## src/rtl/mult_div_unit_pkg.sv

```systemverilog
// Shared encodings for the iterative multiply/divide unit.
// Op codes, FSM states and the divide-by-zero quotient.
package mult_div_unit_pkg;

  typedef enum logic [1:0] {
    MDU_MULTU = 2'b00,
    MDU_MULT  = 2'b01,
    MDU_DIVU  = 2'b10,
    MDU_DIV   = 2'b11
  } mdu_op_e;

  typedef enum logic [1:0] {
    IDLE = 2'b00,
    RUN  = 2'b01,
    FIX  = 2'b10
  } mdu_state_e;

  localparam logic [31:0] DIV0_QUOT = 32'hFFFF_FFFF;

endpackage

```

## src/rtl/mult_div_unit.sv

```systemverilog
// Iterative MULT/MULTU/DIV/DIVU unit owning HI/LO.
// 32 shift-add / restoring-divide steps, then one sign-fix cycle.
module mult_div_unit
  import mult_div_unit_pkg::*;
#(
  parameter int WIDTH = 32
) (
  input  logic             Clk,
  input  logic             Rst,
  input  logic             start,
  input  logic [1:0]       op,
  input  logic [WIDTH-1:0] srcA,
  input  logic [WIDTH-1:0] srcB,
  input  logic             hiWen,
  input  logic             loWen,
  input  logic [WIDTH-1:0] writeData,
  output logic             busy,
  output logic             done,
  output logic [WIDTH-1:0] hi,
  output logic [WIDTH-1:0] lo
);

  localparam int CW = $clog2(WIDTH);
  localparam int W2 = 2 * WIDTH;

  mdu_state_e       state;
  mdu_op_e          opq;
  logic             sa;
  logic             sb;
  logic [WIDTH-1:0] opa;
  logic [WIDTH-1:0] opb;
  logic [W2-1:0]    acc;
  logic [CW-1:0]    cnt;

  function automatic logic [WIDTH-1:0] cneg(
    input logic             n,
    input logic [WIDTH-1:0] x
  );
    return n ? (~x + 1'b1) : x;
  endfunction

  logic             in_sa;
  logic             in_sb;
  logic [WIDTH-1:0] abs_a;
  logic [WIDTH-1:0] abs_b;

  always_comb begin
    in_sa = op[0] & srcA[WIDTH-1];
    in_sb = op[0] & srcB[WIDTH-1];
    abs_a = cneg(in_sa, srcA);
    abs_b = cneg(in_sb, srcB);
  end

  logic             is_div;
  logic [WIDTH:0]   add;
  logic [WIDTH:0]   sub;
  logic [W2-1:0]    shl;
  logic [W2-1:0]    step_n;

  always_comb begin
    is_div = (opq == MDU_DIVU) || (opq == MDU_DIV);
    add = {1'b0, acc[W2-1:WIDTH]} + {1'b0, opa};
    shl = {acc[W2-2:0], 1'b0};
    sub = {1'b0, shl[W2-1:WIDTH]} - {1'b0, opb};
    if (is_div) begin
      if (sub[WIDTH])
        step_n = shl;
      else
        step_n = {sub[WIDTH-1:0], shl[WIDTH-1:1], 1'b1};
    end else begin
      if (acc[0])
        step_n = {add, acc[WIDTH-1:1]};
      else
        step_n = {1'b0, acc[W2-1:1]};
    end
  end

  logic [W2-1:0]    prod;
  logic [WIDTH-1:0] res_hi;
  logic [WIDTH-1:0] res_lo;

  always_comb begin
    prod = (opq == MDU_MULT && (sa ^ sb)) ? (~acc + 1'b1) : acc;
    if (!is_div) begin
      res_hi = prod[W2-1:WIDTH];
      res_lo = prod[WIDTH-1:0];
    end else if (opb == '0) begin
      // sa is only set for DIV, so this rebuilds the raw dividend
      res_hi = cneg(sa, opa);
      res_lo = DIV0_QUOT;
    end else begin
      res_hi = cneg(opq == MDU_DIV && sa, acc[W2-1:WIDTH]);
      res_lo = cneg(opq == MDU_DIV && (sa ^ sb), acc[WIDTH-1:0]);
    end
  end

  always_ff @(posedge Clk) begin
    if (Rst) begin
      state <= IDLE;
      opq   <= MDU_MULTU;
      sa    <= 1'b0;
      sb    <= 1'b0;
      opa   <= '0;
      opb   <= '0;
      acc   <= '0;
      cnt   <= '0;
      busy  <= 1'b0;
      done  <= 1'b0;
      hi    <= '0;
      lo    <= '0;
    end else begin
      done <= 1'b0;
      unique case (state)
        IDLE: begin
          if (hiWen) hi <= writeData;
          if (loWen) lo <= writeData;
          if (start) begin
            opq   <= mdu_op_e'(op);
            sa    <= in_sa;
            sb    <= in_sb;
            opa   <= abs_a;
            opb   <= abs_b;
            acc   <= op[1] ? {{WIDTH{1'b0}}, abs_a}
                           : {{WIDTH{1'b0}}, abs_b};
            cnt   <= '0;
            busy  <= 1'b1;
            state <= RUN;
          end
        end
        RUN: begin
          acc <= step_n;
          cnt <= cnt + 1'b1;
          if (cnt == CW'(WIDTH - 1))
            state <= FIX;
        end
        FIX: begin
          hi    <= res_hi;
          lo    <= res_lo;
          done  <= 1'b1;
          busy  <= 1'b0;
          state <= IDLE;
        end
        default: begin
          busy  <= 1'b0;
          state <= IDLE;
        end
      endcase
    end
  end

endmodule

```

## config.mk

```make
export PLATFORM = sky130hd
export DESIGN_NAME = mult_div_unit
export DESIGN_NICKNAME = d
export VERILOG_FILES = /design/src/rtl/mult_div_unit_pkg.sv /design/src/rtl/mult_div_unit.sv
export SDC_FILE = /design/constraint.sdc
export NUM_CORES = 1
export LEC_CHECK = 0
export CAP_MARGIN = 10
export CORE_UTILIZATION = 53
export DETAILED_ROUTE_END_ITERATION = 10
export HOLD_SLACK_MARGIN = 0.06
export PLACE_DENSITY = 0.75
export SLEW_MARGIN = 20
export SYNTH_ARGS = -nofsm -noshare
export SYNTH_HDL_FRONTEND = slang
export SYNTH_SLANG_ARGS = --single-unit
```

## constraint.sdc

```tcl
create_clock -name Clk -period 3.35 [get_ports Clk]
set_input_delay 0.67 -clock Clk [delete_from_list [all_inputs] [get_ports Clk]]
set_output_delay 0.67 -clock Clk [all_outputs]
set_load 0.02 [all_outputs]
```

; Yosys cells after proc, flatten, opt, wreduce, memory -nomap -nowiden
; Cells that the tools add are included.
[word_totals]
reg_bits = 205
latchBits = 0
ramBits = 0
rom_bits = 0
input_bits = 103
out_inout_bits = 66
elab_cells = 83
memories = 0
[classes]
n_addsub = 9
mul = 0
div = 0
n_lt_le_gt_ge = 0
eq_ne = 10
shift = 0
mux = 28
n_bitwise = 10
n_reduce_logical = 14
[op_table]
columns = op, n
row1 = $mux 32, 12
row2 = $mux 64, 5
row3 = $add 32x1->32 const B, 5
row4 = $not 32->32, 5
row5 = $pmux 32 s2, 2
row6 = $pmux 64 s2, 1
row7 = $add 64x1->64 const B, 1
row8 = $not 64->64, 1
row9 = $add 32x32->33, 1
row10 = $sub 32x32->33, 1
row11 = $logic_not 32->1, 1
row12 = $reduce_and 2->1, 6
row13 = $pmux 5 s2, 1
row14 = $ne 2x2->1 const B, 4
row15 = $eq 2x2->1 const B, 3
row16 = $add 5x1->5 const B, 1
row17 = $eq 5x5->1 const B, 1
row18 = $mux 5, 1
row19 = $eq 2x1->1 const B, 2
row20 = $mux 2, 2
row21 = $pmux 2 s2, 1
row22 = $reduce_bool 2->1, 2
row23 = $logic_and 1x1->1, 3
row24 = $and 1x1->1, 2
row25 = 6 further kinds, 7

; Logic depth before layout (Yosys ltp)
[logic_depth]
depth_word = 6
ltp_mapped = 14
mapped_depth_nobuf = 12

; Worst setup path before layout
; OpenSTA, ideal clock, no wires.
[synth_timing]
path_kind = input to register
from = input srcB[5]
to = register acc[21]
arrival_ps = 3124
slack_ps = 89
path_stages = 10
cell_sequence = or4_4 -> or4_4 -> or4_4 -> or2_1 -> buf_6 -> nand2_1 -> xor2_1 -> nor3_1 -> a2111oi_2 -> a211oi_1
[synth_between]
elab_chain_len = 6
[synth_rtl]
columns = element, line_no
row1 = start: declaration, mult_div_unit.sv:13  ; input logic [WIDTH-1:0] srcB,
row2 = $not 32->32, mult_div_unit.sv:39  ; return n ? (~x + 1'b1) : x;
row3 = $add 32x1->32, mult_div_unit.sv:39
row4 = $mux 32, mult_div_unit.sv:39
row5 = $mux 32, mult_div_unit.sv:123  ; acc <= op[1] ? {{WIDTH{1'b0}}, abs_a}
row6 = $mux 64, mult_div_unit.sv:117  ; if (start) begin
row7 = $pmux 64 s2, mult_div_unit.sv:113  ; unique case (state)
row8 = end signal: assignment, mult_div_unit.sv:123
row9 = end signal: assignment, mult_div_unit.sv:131  ; acc <= step_n;
row10 = end: declaration, mult_div_unit.sv:32  ; logic [W2-1:0] acc;
; Every way passes these cells. The select of a mux whose other input is x is not followed.
; A chain may end at the register's enable or synchronous reset.

; Final worst setup path
[layout_timing]
from = input srcB[5]
to = register acc[31]
; Same word-level chain as after synthesis.

==> results.py <==
metrics = {
    "logic_synthesis": {
        "synth_most_common_cell": "nor2_1",
        "netlist_area_sq_um": 17100,
        "synth-seq-cells": 205,
        "synth.distinct_cells": 90,
        "synth-main-ff-cell": "dfxtp_1",
        "yosysTopAreaCellShare_pct": 24.0,
        "synth_top_cell_by_area": "dfxtp_1",
        "synth_common_cells": "227 x nor2_1, 213 x a21oi_1, 205 x dfxtp_1, 201 x nand2_1, 151 x clkbuf_1",
        "synth_async_sr_flop_share_pct": 0,
        "syn-instance-count": 2262,
        "yosysWarnings": 0,
        "synth_nets": 2439,
        "synthTopCellsByArea": "dfxtp_1 24%, a21oi_1 6.2%, xnor2_1 6.2%",
        "synth_edf_count": 0,
        "avgSynthCellArea_sq_um": 7.55,
        "seq_area_frac_synth_pct": 24.0,
    },
    "routing": {
        "drc": 0,
        "ant_nets": 0,
        "routed-via-count": 19300,
        "dr.pass1.iters": 6,
        "drt_iter0_drc": 2235,
        "routedWlPerCell_microns": 23.4,
        "via_per_inst": 6.50,
        "drt-total-wl_microns": 69300,
    },
    "setup_path": {
        "reg2reg_depth": 14,
        "max_stage_delay_ns": 0.54,
        "reg2reg_slack_ns": 0.13,
        "crit_chain": "clkdlybuf4s50_1, or4_4, or4_4, or4_4, or2_4, buf_4, o41ai_2, nand2_1, o221ai_1",
        "critPathMaxFanout": 4,
        "crit_path_end_kind": "flip-flop",
        "r2r-end": "acc[57]",
        "r2r-start": "opb[9]",
        "crit_path_start_kind": "primary input",
        "crit_arrival_ns": 3.68,
        "crit_buf_inv": 2,
        "critical_path_required_ns": 3.77,
        "crit_family": "simple AND/OR/NAND/NOR gates",
        "cp_slowest_cell": "or4_4",
        "cp_common_cell": "or4_4",
        "critPathKind": "primary input to flip-flop",
    },
    "sta": {
        "max_freq_mhz": 308,
        "finalClockSkew_ns": 0.0295,
        "slew_viol_final": 0,
        "setup_tns_ns": 0,
        "worstMarginPinSlew_ns": 0.878,
        "period_share_pct": 97.1,
        "hold_viol": 0,
        "layout_min_cycle_time_ns": 3.25,
        "final-setup-viol-count": 0,
        "slew-limit-headroom_pct": 40.9,
    },
    "final_layout": {
        "nFillCells": 2684,
        "syn2layout_area_growth_pct": 26.7,
        "num-nets-final": 2720,
        "drive_gt1_share_pct": 14.6,
        "n_antenna_cell": 0,
        "seqCellArea_sq_um": 4110,
        "multi_input_area_sq_um": 12100,
        "fin_util_pct": 68.4,
    },
    "cts": {
        "cts_buffer_depth": 3,
        "clk_pin_slew_ns": 0.06,
        "numCtsBuffers": 24,
        "clkLatencyLatePin_ns": 0.54,
        "cts_tree": "built",
        "root_buffer": "clkbuf_16",
        "hold_buffers": 0,
        "htreeDepth": 1,
        "cts.sinks": 205,
    },
    "grt": {
        "grt_first_pass_wirelength_microns": 104000,
        "grt_overflow": 0,
        "grt_max_degree": 108,
        "grt.total_usage_pct": 40.9,
        "grt_antenna_before_repair": 1,
        "grt_pass1_vias": 18100,
    },
    "floorplan": {
        "fp-row-count": 65,
        "core_region_area_sq_um": 31600,
        "initial_utilization_pct": 54.0,
        "pin_count": 169,
        "die_x_microns": 182,
        "chipHeight_microns": 182,
        "dieArea_sq_um": 32900,
    },
    "power_and_ir_drop": {
        "finalPower_w": 0.00876,
        "power_leakage_nw": 8.60,
        "power.density_nw_per_um2": 405,
        "vdd_drop_max_mv": 0.414,
    },
    "min_path": {
        "worstHoldEndpoint": "cnt[4]",
        "hold_start": "cnt[4]",
        "min_path_type": "flip-flop to flip-flop",
        "holdPathStages": 2,
    },
    "job": {
        "max_cap_viol_count": 0,
    },
    "status": {
        "status": "finished, final reports clean",
    },
    "placement": {
        "place.gp.congestion": 1.02,
        "place_hpwl_microns": 54300,
        "io_buffers": 168,
    },
}
## layout by cell type (no fill, tap or decap), drive strengths merged, types with 27 or more instances in the layout
master         Yosys  layout
o211ai            46      46
clkbuf           158      33
ha                72      72
a211oi            91      91
a21oi            213     213
a31oi             30      30
nor4              27      27
a221oi            41      41
inv               66      67
nand2            202     202
o21ai            116     116
o31ai             43      43
mux2i             71      71
dfxtp            205     205
a21o              31      31
xnor2            121     121
clkdlybuf4s50      0     167
buf               22     268
nand3             30      30
nor2             227     227
xor2             103     103
nor3              55      55
## metal layers
metal  global-route usage, %  wire length, microns  up-vias
met2                    66.3                 31400      986
li1                        -                     -     8894
met4                    20.4                  3960        2
met3                    6.36                  6160      219
met1                    52.6                 27800     9162
met5                       0                    17        -
## flip-flops by register name (all words and copies together), names as in the netlist
name and cells:
opq 2, sb 1, acc 64, done 1
cnt 5, busy 1, lo 32, opb 32
state 2, hi 32, opa 32, sa 1
## cell type report
class	instances	area share, %
multi-input combinational	1807	56.0
sequential	205	19.0
timing repair buffer	436	17.5
clock buffer	32	3.34
tap	402	2.33
inverter	69	1.20
clock inverter	12	0.596
## through the flow
step                      setup WS, ns  hold slack, ns  std cells  instance area [sq um]
final                           0.0984           0.481       2963                  21600
after global routing         -0.000114           0.509       2963                  21600
after CTS                       0.0125           0.479       2958                  21500
after detailed placement        -0.476           0.470       2912                  20600
after global placement          -0.402           0.458       2912                  20600
after floorplan                 0.0888           0.448       2262                  17100
## tightest hold or removal path: cells and delay by family, from the launching register on
kind | cells | cell delay [ns]
compound gates | 1 | 0.06
flops | 1 | 0.31
simple gates | 1 | 0.06
## kinds of logic (layout without fill, tap and decap cells)
group,count (synthesis),count (layout),synth area share (%)
buffers and inverters,250,549,6.04
DFF,205,205,24.0
and+or+nand+nor,683,683,18.9
xor gates and xnor gates,224,224,11.5
AOI/OAI and AO/OA,752,752,29.7
adders and majority gates,74,74,5.51
muxes,74,74,4.36
## what timing repair did
item                                    CTS  global route
endpoints found under the setup margin   34            35
pin swaps                                 4             8
gates resized for setup                   9            21
gates cloned                              0             1
buffers inserted                          2             4
## where the power goes
group / total (W) / internal (W) / switching [W]
clock network: 0.00284 / 0.00168 / 0.00116
logic: 0.00311 / 0.00130 / 0.00181
registers: 0.00282 / 0.00262 / 0.000196
## worst max-delay path by stage
stage | to | start | cells after the start
final | acc[31] | srcB[5] | 9
after global routing | acc[38] | opb[9] | 14
after CTS | acc[57] | acc[31] | 15
after detailed placement | acc[27] | srcB[5] | 9
after global placement | acc[27] | srcB[5] | 9
after floorplan | acc[21] | srcB[5] | 10
Power figures use the tool's default switching activity.
